### src/rtl/rv32i_types.sv
// Shared types and line geometry for the memory arbiter and its read-beat collector.
package rv32i_types;

  localparam int LINE_BITS = 256;
  localparam int BEAT_BITS = 64;

  typedef enum logic [2:0] {
    IDLE     = 3'd0,
    RD_REQ   = 3'd1,
    RD_WAIT  = 3'd2,
    WR_BURST = 3'd3,
    RESP     = 3'd4
  } arb_state_t;

  typedef enum logic {
    PORT_I = 1'b0,
    PORT_D = 1'b1
  } arb_port_t;

endpackage

### src/rtl/cacheline_adapter.sv
// Collects 64-bit read beats into a 256-bit line buffer, one slot per beat index.
module cacheline_adapter
  import rv32i_types::*;
#(
  parameter int BURST_LEN = 4,
  parameter int CNT_W     = 2
) (
  input  logic                 clk,
  input  logic                 rst,
  input  logic                 beat_we,
  input  logic [CNT_W-1:0]     beat_idx,
  input  logic [BEAT_BITS-1:0] beat_data,
  output logic [LINE_BITS-1:0] line
);

  logic [BURST_LEN-1:0][BEAT_BITS-1:0] line_buf;

  always_ff @(posedge clk or negedge rst) begin
    if (!rst) begin
      line_buf <= '0;
    end else if (beat_we) begin
      line_buf[beat_idx] <= beat_data;
    end
  end

  assign line = line_buf;

endmodule

### src/rtl/mem_arbiter.sv
// Arbitrates I-cache and D-cache line requests onto a single burst memory port,
// one transaction outstanding at a time, round-robin on ties.
module mem_arbiter
  import rv32i_types::*;
#(
  parameter int BURST_LEN = 4
) (
  input  logic                 clk,
  input  logic                 rst,

  input  logic [31:0]          i_dfp_addr,
  input  logic                 i_dfp_read,
  output logic [LINE_BITS-1:0] i_dfp_rdata,
  output logic                 i_dfp_resp,

  input  logic [31:0]          d_dfp_addr,
  input  logic                 d_dfp_read,
  input  logic                 d_dfp_write,
  input  logic [LINE_BITS-1:0] d_dfp_wdata,
  output logic [LINE_BITS-1:0] d_dfp_rdata,
  output logic                 d_dfp_resp,

  output logic [31:0]          bmem_addr,
  output logic                 bmem_read,
  output logic                 bmem_write,
  output logic [BEAT_BITS-1:0] bmem_wdata,
  input  logic                 bmem_ready,

  input  logic [31:0]          bmem_raddr,
  input  logic [BEAT_BITS-1:0] bmem_rdata,
  input  logic                 bmem_rvalid
);

  localparam int              CNT_W     = (BURST_LEN > 1) ? $clog2(BURST_LEN) : 1;
  localparam logic [CNT_W-1:0] LAST_BEAT = CNT_W'(BURST_LEN - 1);
  localparam logic [31:0]     LINE_MASK = ~32'h1f;

  arb_state_t                          state;
  arb_port_t                           last_grant;
  logic [CNT_W-1:0]                    beat_cnt;
  logic [31:0]                         addr_q;
  logic [BURST_LEN-1:0][BEAT_BITS-1:0] wdata_q;
  logic [LINE_BITS-1:0]                line;

  logic i_pend, d_pend, any_pend, grant_d, grant_wr;
  logic beat_hit, wr_accept, last_beat;

  assign i_pend   = i_dfp_read;
  assign d_pend   = d_dfp_read | d_dfp_write;
  assign any_pend = i_pend | d_pend;
  // D wins when alone, or on a tie when I was granted last.
  assign grant_d  = d_pend & (~i_pend | (last_grant == PORT_I));
  assign grant_wr = grant_d & d_dfp_write;

  assign beat_hit  = (state == RD_WAIT) & bmem_rvalid & (bmem_raddr == addr_q);
  assign wr_accept = (state == WR_BURST) & bmem_ready;
  assign last_beat = (beat_cnt == LAST_BEAT);

  always_ff @(posedge clk or negedge rst) begin
    if (!rst) begin
      state      <= IDLE;
      beat_cnt   <= '0;
      last_grant <= PORT_I;
    end else begin
      case (state)
        IDLE: begin
          if (any_pend) begin
            last_grant <= grant_d ? PORT_D : PORT_I;
            beat_cnt   <= '0;
            state      <= grant_wr ? WR_BURST : RD_REQ;
          end
        end
        RD_REQ: begin
          if (bmem_ready) state <= RD_WAIT;
        end
        RD_WAIT, WR_BURST: begin
          if (beat_hit | wr_accept) begin
            beat_cnt <= last_beat ? '0 : beat_cnt + 1'b1;
            if (last_beat) state <= RESP;
          end
        end
        RESP: begin
          state <= IDLE;
        end
        default: begin
          state <= IDLE;
        end
      endcase
    end
  end

  // Request payload is captured at grant; the requester holds it anyway until resp.
  always_ff @(posedge clk) begin
    if ((state == IDLE) && any_pend) begin
      addr_q  <= (grant_d ? d_dfp_addr : i_dfp_addr) & LINE_MASK;
      wdata_q <= d_dfp_wdata;
    end
  end

  cacheline_adapter #(
    .BURST_LEN (BURST_LEN),
    .CNT_W     (CNT_W)
  ) u_adapter (
    .clk       (clk),
    .rst       (rst),
    .beat_we   (beat_hit),
    .beat_idx  (beat_cnt),
    .beat_data (bmem_rdata),
    .line      (line)
  );

  always_comb begin
    bmem_read  = (state == RD_REQ);
    bmem_write = (state == WR_BURST);
    bmem_addr  = (bmem_read | bmem_write) ? addr_q : '0;
    bmem_wdata = bmem_write ? wdata_q[beat_cnt] : '0;
    i_dfp_resp = (state == RESP) & (last_grant == PORT_I);
    d_dfp_resp = (state == RESP) & (last_grant == PORT_D);
  end

  assign i_dfp_rdata = line;
  assign d_dfp_rdata = line;

endmodule

### config.mk
export PLATFORM = sky130hd
export DESIGN_NAME = mem_arbiter
export DESIGN_NICKNAME = d
export VERILOG_FILES = /design/src/rtl/rv32i_types.sv /design/src/rtl/cacheline_adapter.sv /design/src/rtl/mem_arbiter.sv
export SDC_FILE = /design/constraint.sdc
export NUM_CORES = 1
export LEC_CHECK = 0
export ABC_AREA = 1
export CAP_MARGIN = 20
export CORE_AREA = 2 2 406 408
export DETAILED_ROUTE_END_ITERATION = 16
export DIE_AREA = 0 0 408 410
export HOLD_SLACK_MARGIN = 0.02
export SYNTH_ARGS = -nofsm -noshare
export SYNTH_HDL_FRONTEND = slang
export SYNTH_SLANG_ARGS = --single-unit
### constraint.sdc
create_clock -name clk -period 14.5 [get_ports clk]
set_input_delay 4.35 -clock clk [delete_from_list [all_inputs] [get_ports clk]]
set_output_delay 4.35 -clock clk [all_outputs]
set_load 0.01 [all_outputs]
==> summary.txt, run 1 <==
Clock tree
  – H-tree depth: 3
  – Post-cts resize count: 0
  – Clk buf depth: 3
  – Clk sinks: 545
  – TritonCTS clock tree: done
  – Clk pin slew, worst setup/hold paths: 60 ps
  – Num CTS Buffers: 70
  – Clk_lat worst skew: 660 ps
  – Post-CTS Setup Bufs: 0
  – Root Driver: clkbuf_16
  – CTS Hold Buffers Added: 0

Critical path
  – Setup CP Type: reg2out
  – Crit path top cell by count: buf_4
  – CP arrival: 4230 ps
  – Crit-path leading delay family: buffers and inverters
  – Critical path's largest stage delay: 650 ps
  – Critical-path top delay cell: dfrtp_4
  – CP required: 10150 ps
  – CP bufs+invs: 4
  – Critical Path Fanout Max: 53
  – Worst Setup End Kind: output pin
  – CP Launch Type: flop
  – Crit-path cells: inv_4 > buf_4 > buf_4 > o21ai_0 > a21oi_1 > clkdlybuf4s50_1

STA
  – Final Skew: 31.9 ps
  – Max-slew headroom: 26.6%
  – Minimum clock period: 8580 ps
  – Final setup viols: 0
  – Final Hold Vio Count: 0
  – Crit share post-route: 59.2%
  – Fin Hold WS: 541 ps
  – Fmax: 0.117 GHz
  – Worst setup margin: 5920 ps
  – Setup TNS: 0 ps
  – Actual slew at the worst max-slew pin: 1090 ps
  – Fin. max-slew vios: 0
  – RSZ-0062 raised after global routing: false

Floorplan
  – Initial Util: 15.0%
  – Core area: 0.163 mm²
  – DIE HEIGHT: 410 µm
  – Io pins: 1035
  – Die W: 408 µm
  – Total die area: 0.167 mm²
  – Row count: 149

Pwr
  – Leak Pwr: 13.8 nW
  – Power Dens Cells: 134 mW/mm²
  – Post-layout power: 4.97 mW
  – Maximum vdd ir drop: 0.0000965 V

Routing
  – Antenna viol nets, final: 0
  – # DRC: 0
  – Vias per cell: 3.61
  – Total number of vias: 18800
  – Final wirelength: 133 mm
  – DRT iter0 DRCs: 1226
  – WL/cell: 25.6 µm
  – Initial DRT Pass Iterations: 5

Finish
  – Layout cells sized above 1: 13.9%
  – Post-layout util: 22.7%
  – Most common cell after layout, fill and taps aside: clkdlybuf4s50_1
  – Final cell count without fillers: 5203
  – Most frequent cells in the layout: clkdlybuf4s50_1, nor2_1, edfxtp_1, dfrtp_1, a21oi_2
  – Area delta synth->final: 51.7%
  – Nets: 3382
  – Finished Cell Area: 0.0372 mm²

Placement
  – # placed instances: 5072
  – Placer Congestion: 1.00
  – Post-DP HPWL: 109 mm
  – Port bufs: 1019
  – Pre-CTS WS: 6500 ps
  – Area after DPL: 0.0349 mm²

Outcome
  – Outcome: finished clean

Synthesis
  – Syn Area/Cell: 11.1 µm²
  – Netlist Area Pre-Place: 0.0245 mm²
  – Synth cell types: 32
  – Sequential area share after synthesis: 61.4%
  – #FFs+latches synth: 545
  – Synthesis Warnings: 0
  – Syn Inst Count: 2203

Global routing
  – GRT Util Overall: 15.4%
  – Congestion Overflow GR: 0
  – First-pass GRT wire length: 173 mm
  – Largest net degree at the start of global routing: 113
  – Vias in the first global route: 18700
  – Initial antenna violation count: 50

Min path
  – Hold Crit Class: reg2reg

Flow run
  – Max_cap viols: 0
[worst register-to-register path: stages, from the launching register on]
cell,delay (ps)
dfrtp_1,420
nor3_1,330
inv_1,130
nor2_4,140
buf_12,390
buf_4,1020
buf_4,860
[power breakdown]
part / total (mW) / internal (mW) / leakage [nW] / switching [mW]
combinational: 1.36 / 0.531 / 6.54 / 0.830
sequential: 1.85 / 1.78 / 6.20 / 0.0663
clock: 1.76 / 1.01 / 1.10 / 0.750
[flip-flops by register name, summed over array words and instances, names as in the netlist]
register and cells:
addr_q 27, beat_cnt 2, last_grant 1, state 3, u_adapter.line 256, wdata_q 256
[Yosys cell counts]
| cell | instances | share of area, % |
|---|---|---|
| a21oi_1 | 96 | 2.0 |
| a21oi_2 | 224 | 8.0 |
| a31oi_1 | 1 | 0.026 |
| buf_1 | 10 | 0.15 |
| buf_12 | 4 | 0.33 |
| buf_2 | 2 | 0.041 |
| buf_4 | 265 | 8.1 |
| buf_6 | 45 | 2.1 |
| buf_8 | 3 | 0.18 |
| clkbuf_1 | 41 | 0.63 |
| conb_1 | 1 | 0.015 |
| dfrtp_1 | 262 | 27 |
| edfxtp_1 | 283 | 35 |
| ha_1 | 4 | 0.20 |
| inv_1 | 137 | 2.1 |
| inv_2 | 1 | 0.015 |
| mux2_2 | 27 | 1.2 |
| nand2_1 | 73 | 1.1 |
| nand2_2 | 1 | 0.026 |
| nand2_4 | 1 | 0.046 |
| nand3_1 | 8 | 0.16 |
| nand4_1 | 1 | 0.026 |
| nor2_1 | 543 | 8.3 |
| nor2_2 | 22 | 0.56 |
| nor2_4 | 4 | 0.18 |
| nor3_1 | 1 | 0.020 |
| o211ai_1 | 1 | 0.031 |
| o21ai_0 | 132 | 2.7 |
| o31ai_1 | 1 | 0.031 |
| or2_2 | 1 | 0.026 |
| xnor2_1 | 5 | 0.18 |
| xor2_1 | 3 | 0.11 |
[kinds of logic after synthesis]
group | synth area share (%)
flip-flops | 61.4
multiplexers | 1.24
AND/OR/NAND/NOR | 10.5
XOR/XNOR | 0.286
adder cells (fa/ha/maj) | 0.204
buffers and inverters | 13.6
other | 0.0153
AO/OA/AOI/OAI | 12.7
[metal layers]
layer,GRT usage [%],vias up,routed length (µm)
met2,25.3,895,62500
met5,0,-,65
li1,-,8524,-
met1,18.0,9155,53000
met4,5.30,10,4410
met3,6.25,197,13100
[path summary, 6_finish.rpt]
check	start	end	slack [ps]	cells past startpoint
hold / removal	u_adapter.line[155]	u_adapter.line[155]	540	2
setup / recovery	beat_cnt[0]	bmem_wdata[22]	5920	6
min in group asynchronous	rst	u_adapter.line[226]	3640	1
setup reg to reg	state[1]	wdata_q[206]	10760	6
max in group asynchronous	rst	beat_cnt[0]	8470	3
hold reg to reg	u_adapter.line[155]	u_adapter.line[155]	540	2
[layout make-up]
cell class                      instances  area [µm²]
Antenna cell                            9        22.5
Clock buffer                           93        1940
Inverter                              138         523
Timing Repair Buffer                 1046       10400
Multi-Input combinational cell       1154        6140
Tap cell                             2189        2740
Sequential cell                       545       15100
Clock inverter                         29         337
Fill cell                           17600      126000
(Power assumes the default switching activity.)
==> run 2: changes to the inputs <==
--- a/config.mk
+++ b/config.mk
@@ -7,9 +7,9 @@
 export LEC_CHECK = 0
 export ABC_AREA = 1
 export CAP_MARGIN = 20
-export CORE_AREA = 2 2 406 408
+export CORE_AREA = 2 2 398 400
 export DETAILED_ROUTE_END_ITERATION = 16
-export DIE_AREA = 0 0 408 410
+export DIE_AREA = 0 0 400 402
 export HOLD_SLACK_MARGIN = 0.02
 export SYNTH_ARGS = -nofsm -noshare
 export SYNTH_HDL_FRONTEND = slang
==> constraint.sdc (replaced) <==
create_clock -name clk -period 8.11 [get_ports clk]
set_input_delay 2.433 -clock clk [delete_from_list [all_inputs] [get_ports clk]]
set_output_delay 2.433 -clock clk [all_outputs]
set_load 0.01 [all_outputs]
==> run 2 against run 1 <==
  * Cell area increased by 0.32%
  * Sequential power increased by 79%
  * Register-to-register slack got worse by 6000 ps
  * Worst hold slack got worse by 5.0 ps
  * Combinational power increased by 84%
  * Sequential share of layout area decreased by 0.13 points
  * Clock-buffer cell count decreased by 3
  * Cell count decreased by 2.0%
  * Clock power increased by 84%
  * Flip-flop and latch count unchanged
  * Non-clock buffer count increased by 9
  * Die area decreased by 3.9%
==> summary.txt, run 2 (synthesis gave the netlist of run 1 again) <==
Outcome
  – Outcome: finished clean

Min path
  – End of the worst hold path: u_adapter.line[38]
  – Hold Crit Class: reg2reg
  – Min-delay src: u_adapter.line[38]
  – Worst hold stages: 2

Clock tree
  – Clk buf depth: 3
  – Root Driver: clkbuf_16
  – Clk pin slew, worst setup/hold paths: 60 ps
  – Clk_lat worst skew: 670 ps
  – TritonCTS clock tree: done
  – H-tree depth: 3
  – Num CTS Buffers: 69
  – Post-cts resize count: 0
  – CTS Hold Buffers Added: 0
  – Clk sinks: 545
  – Post-CTS Setup Bufs: 0

Critical path
  – Reg-to-reg startpoint: beat_cnt[0]
  – CP Launch Type: flop
  – Worst Setup End Kind: output pin
  – Setup CP Type: reg2out
  – CP required: 5680 ps
  – R2R depth: 8
  – RR Endpoint: u_adapter.line[37]
  – CP arrival: 3790 ps
  – Critical Path Fanout Max: 22
  – Flop2flop setup slack: 4800 ps

Routing
  – Antenna viol nets, final: 0
  – Final wirelength: 131 mm
  – Initial DRT Pass Iterations: 5
  – # DRC: 0
  – DRT iter0 DRCs: 1386
  – WL/cell: 25.6 µm
  – Vias per cell: 3.67
  – Total number of vias: 18700

STA
  – RSZ-0062 raised after global routing: false
  – Worst setup margin: 1880 ps
  – Crit share post-route: 76.8%
  – Fmax: 0.161 GHz
  – Fin. max-slew vios: 0
  – Final setup viols: 0
  – Minimum clock period: 6230 ps
  – Max-slew headroom: 13.9%
  – Final Skew: 35.9 ps
  – Actual slew at the worst max-slew pin: 1290 ps
  – Setup TNS: 0 ps
  – Final Hold Vio Count: 0

Finish
  – Most frequent cells in the layout: clkdlybuf4s50_1, nor2_1, edfxtp_1, dfrtp_1, a21oi_2
  – Most common cell after layout, fill and taps aside: clkdlybuf4s50_1
  – Nets: 3390
  – Fill count: 16800
  – Area delta synth->final: 52.2%
  – Layout cells sized above 1: 14.4%

Pwr
  – Int Pwr: 6.05 mW
  – Sw power: 2.99 mW
  – Maximum vdd ir drop: 0.000185 V
  – Clock network power share: 35.7%
  – Post-layout power: 9.04 mW
  – Part of the power in registers: 36.7%
  – Leak Pwr: 14.0 nW
  – Power Dens Cells: 242 mW/mm²
  – Gate power share: 27.7%
  – Sw frac: 33.1%

Global routing
  – Largest net degree at the start of global routing: 147
  – Initial antenna violation count: 45
  – GRT Util Overall: 15.7%
  – Congestion Overflow GR: 0
  – Vias in the first global route: 18500
  – First-pass GRT wire length: 169 mm

Placement
  – Placer Congestion: 1.01
  – Post-DP HPWL: 106 mm
  – Port bufs: 1019
  – Pre-CTS WS: 2280 ps

Floorplan
  – DIE HEIGHT: 402 µm
  – Core area: 0.157 mm²
  – Die W: 400 µm
  – Row count: 146
  – Total die area: 0.161 mm²
  – Io pins: 1035
  – Initial Util: 15.6%

Flow run
  – Max_cap viols: 0
## run 2: cell types whose count changed in the layout (fill, tap and decap cells not counted), moves of 2 or more
cell | previous run | this run
clkinv_2 | 4 | 14
buf_12 | 1 | 10
clkbuf_1 | 15 | 10
clkbuf_8 | 6 | 9
inv_6 | 8 | 5
bufinv_16 | 3 | 5
clkinv_4 | 5 | 3
## run 2: how the worst max path moves through the flow
stage	slack, ps	from	endpoint	cells past startpoint
floorplan	430	d_dfp_read	beat_cnt[1]	6
global placement	2270	bmem_raddr[2]	u_adapter.line[124]	13
detailed placement	2280	bmem_raddr[2]	u_adapter.line[123]	13
CTS	1790	state[0]	bmem_wdata[9]	8
global route	1660	state[0]	bmem_wdata[9]	8
finish	1880	state[0]	bmem_wdata[9]	8
## run 2: through the flow
step | utilization, % | hold slack (ps) | instance area (µm²) | cells
6_report | 23.7 | 536 | 37300 | 5099
3_5_place_dp | 22.2 | 531 | 34900 | 4964
3_3_place_gp | 22.2 | 524 | 34900 | 4963
5_1_grt | 23.7 | 555 | 37300 | 5095
2_1_floorplan | - | 496 | 24500 | 2207
4_1_cts | 23.7 | 545 | 37300 | 5090
## run 2: area by class of cell
| class | instances | area [µm²] | share of cell area (%) |
|---|---|---|---|
| clock buffers | 90 | 1940 | 5.20 |
| multi-input cells | 1154 | 6140 | 16.5 |
| repair buffers | 1055 | 10600 | 28.5 |
| flip-flops and latches | 545 | 15100 | 40.4 |
| well taps | 2072 | 2590 | 6.95 |
| diodes | 9 | 22.5 | 0.0604 |
| clock inverters | 36 | 403 | 1.08 |
| inverters | 138 | 523 | 1.40 |
## run 2: worst max-delay path, cell delays in order, from the launching register on
cell	delay, ps
dfrtp_1	410
inv_1	80
nor2_1	90
inv_1	60
nor2_1	550
clkinv_2	630
buf_4	390
a21oi_1	150
clkdlybuf4s50_1	740
## run 2: power by group through the flow
stage	registers [mW]	clock network [mW]	logic [mW]
after global placement	3.37	0	2.52
final	3.31	3.23	2.50
after global routing	3.33	3.43	2.73
after floorplan	3.32	0	1.12
after CTS	3.31	3.34	2.55
after detailed placement	3.37	0	2.53
## run 2: per-layer routing
metal	global-route usage, %	wire, µm	up-vias
met2	25.0	59800	906
met1	18.5	51100	9050
met4	4.57	3950	24
li1	-	-	8542
met3	7.60	15500	183
met5	0	160	-
==> run 3: changes to the inputs <==
--- a/config.mk
+++ b/config.mk
@@ -7,9 +7,9 @@
 export LEC_CHECK = 0
 export ABC_AREA = 1
 export CAP_MARGIN = 20
-export CORE_AREA = 2 2 398 400
+export CORE_AREA = 2 2 406 408
 export DETAILED_ROUTE_END_ITERATION = 16
-export DIE_AREA = 0 0 400 402
+export DIE_AREA = 0 0 408 410
 export HOLD_SLACK_MARGIN = 0.02
 export SYNTH_ARGS = -nofsm -noshare
 export SYNTH_HDL_FRONTEND = slang
==> constraint.sdc (replaced) <==
create_clock -name clk -period 5.1 [get_ports clk]
set_input_delay 1.53 -clock clk [delete_from_list [all_inputs] [get_ports clk]]
set_output_delay 1.53 -clock clk [all_outputs]
set_load 0.01 [all_outputs]
==> run 3 against run 2 <==
  * Worst hold slack improved by 2.8 ps
  * Largest cell class unchanged
  * Cell area increased by 1.1%
  * Clock skew is 3.0 ps lower
  * First-iteration DRC count is 5.4% higher
  * Wire length rose by 3.8%
==> summary.txt, run 3 (synthesis gave the netlist of run 1 again) <==
Outcome
  – Outcome: finished clean

STA
  – Actual slew at the worst max-slew pin: 945 ps
  – Minimum clock period: 4850 ps
  – RSZ-0062 raised after global routing: false
  – Fin Hold WS: 538 ps
  – Fin. max-slew vios: 0
  – Crit share post-route: 95.1%
  – Fmax: 0.206 GHz
  – Max-slew headroom: 36.3%
  – Final Hold Vio Count: 0
  – Worst setup margin: 248 ps
  – Final setup viols: 0
  – Final Skew: 32.9 ps

Critical path
  – Critical-path top delay cell: o21ai_0
  – Crit-path cells: inv_4 > buf_4 > o21ai_0 > a21oi_1 > clkdlybuf4s50_1
  – CP required: 3570 ps
  – R2R depth: 8
  – Flop2flop setup slack: 2540 ps
  – Critical Path Fanout Max: 23
  – RR Endpoint: u_adapter.line[30]
  – Worst Setup End Kind: output pin
  – CP arrival: 3320 ps
  – Critical path's largest stage delay: 750 ps
  – Reg-to-reg startpoint: beat_cnt[0]
  – Setup CP Type: reg2out
  – CP Launch Type: flop
  – CP startpoint: beat_cnt[0]

Floorplan
  – Io pins: 1035
  – DIE HEIGHT: 410 µm
  – Core area: 0.163 mm²
  – Initial Util: 15.0%
  – Die W: 408 µm
  – Row count: 149
  – Total die area: 0.167 mm²

Finish
  – Fill count: 17500
  – Area delta synth->final: 53.8%
  – Final cell count without fillers: 5235
  – Most frequent cells in the layout: clkdlybuf4s50_1, nor2_1, edfxtp_1, dfrtp_1, a21oi_2
  – Most common cell after layout, fill and taps aside: clkdlybuf4s50_1
  – Layout cells sized above 1: 15.1%
  – Nets: 3413

Clock tree
  – Post-cts resize count: 0
  – Num CTS Buffers: 71
  – CTS Hold Buffers Added: 0
  – Root Driver: clkbuf_16
  – TritonCTS clock tree: done
  – Post-CTS Setup Bufs: 0
  – Clk pin slew, worst setup/hold paths: 60 ps
  – Clk sinks: 545
  – Clk_lat worst skew: 670 ps
  – Clk buf depth: 3
  – H-tree depth: 3

Min path
  – Hold Crit Class: reg2reg
  – End of the worst hold path: u_adapter.line[102]
  – Min-delay src: u_adapter.line[102]
  – Worst hold stages: 2

Routing
  – WL/cell: 25.9 µm
  – Highest Signal Layer: met5
  – Initial DRT Pass Iterations: 5
  – WL met2: 64.7 mm
  – Final wirelength: 135 mm
  – Vias per cell: 3.60
  – Wl on met1: 52.5 mm
  – DRT iter0 DRCs: 1461
  – # DRC: 0
  – Antenna viol nets, final: 0
  – Total number of vias: 18900
  – DR WL met3: 14.9 mm

Pwr
  – Maximum vdd ir drop: 0.000301 V
  – Leak Pwr: 14.1 nW
  – Power Dens Cells: 387 mW/mm²

Placement
  – Placer Congestion: 1.05
  – # placed instances: 5102
  – Port bufs: 1019
  – Pre-CTS WS: 709 ps
  – Post-DP HPWL: 112 mm

Global routing
  – Congestion Overflow GR: 0
  – Vias in the first global route: 18800
  – GRT Util Overall: 15.7%
  – Largest net degree at the start of global routing: 100
  – Initial antenna violation count: 47
  – First-pass GRT wire length: 176 mm

Flow run
  – Max_cap viols: 0
## run 3: cell count changes in the layout (fill, tap and decap cells not counted), moves of 2 or more
cell and change:
bufinv_16 +2, buf_12 +6, buf_4 +16, clkinv_4 -2, clkinvlp_4 +4, clkinv_8 -2, clkinv_1 +3, diode_2 -3
clkbuf_8 -2, clkinv_2 -5
## run 3: final cells by class
type / instances / area, µm² / share of cell area, %
Clock buffer: 88 / 1930 / 5.12
Sequential cell: 545 / 15100 / 39.9
Multi-Input combinational cell: 1154 / 6160 / 16.3
Antenna cell: 6 / 15.0 / 0.0398
Timing Repair Buffer: 1076 / 10800 / 28.7
Inverter: 138 / 522 / 1.38
Clock inverter: 39 / 454 / 1.20
Tap cell: 2189 / 2740 / 7.26
## run 3: routing by layer
layer / vias up / global-route usage (%)
li1: 8570 / -
met1: 9195 / 18.2
met2: 892 / 26.3
met3: 176 / 6.91
met4: 20 / 3.81
met5: - / 0
## run 3: critical path: cells and delay by family, from the launching register on
family / cells / cell delay [ps]
compound gates: 2 / 940
buf+inv: 3 / 1050
flops: 1 / 650
## run 3: how the worst max path moves through the flow
stage | to | slack (ps) | cells past startpoint
floorplan | beat_cnt[0] | -1630 | 7
global placement | u_adapter.line[38] | 720 | 13
detailed placement | u_adapter.line[36] | 710 | 13
CTS | bmem_wdata[53] | 110 | 5
global route | bmem_wdata[53] | 130 | 5
finish | bmem_wdata[3] | 250 | 5
## run 3: through the flow
stage / setup TNS, ps / total power, mW / area, µm² / utilization [%]
CTS: 0 / 14.9 / 37700 / 23.1
finish: 0 / 14.6 / 37700 / 23.1
global route: 0 / 15.3 / 37700 / 23.1
detailed placement: 0 / 9.51 / 35300 / 21.6
floorplan: -338700 / 7.06 / 24600 / -
global placement: 0 / 9.51 / 35300 / 21.6
## run 3: where the power goes
part / switching, mW / internal, mW / leakage, nW
logic: 2.47 / 1.69 / 6.75
registers: 0.151 / 5.07 / 6.20
clock network: 2.13 / 3.07 / 1.15
total: 4.75 / 9.83 / 14.1
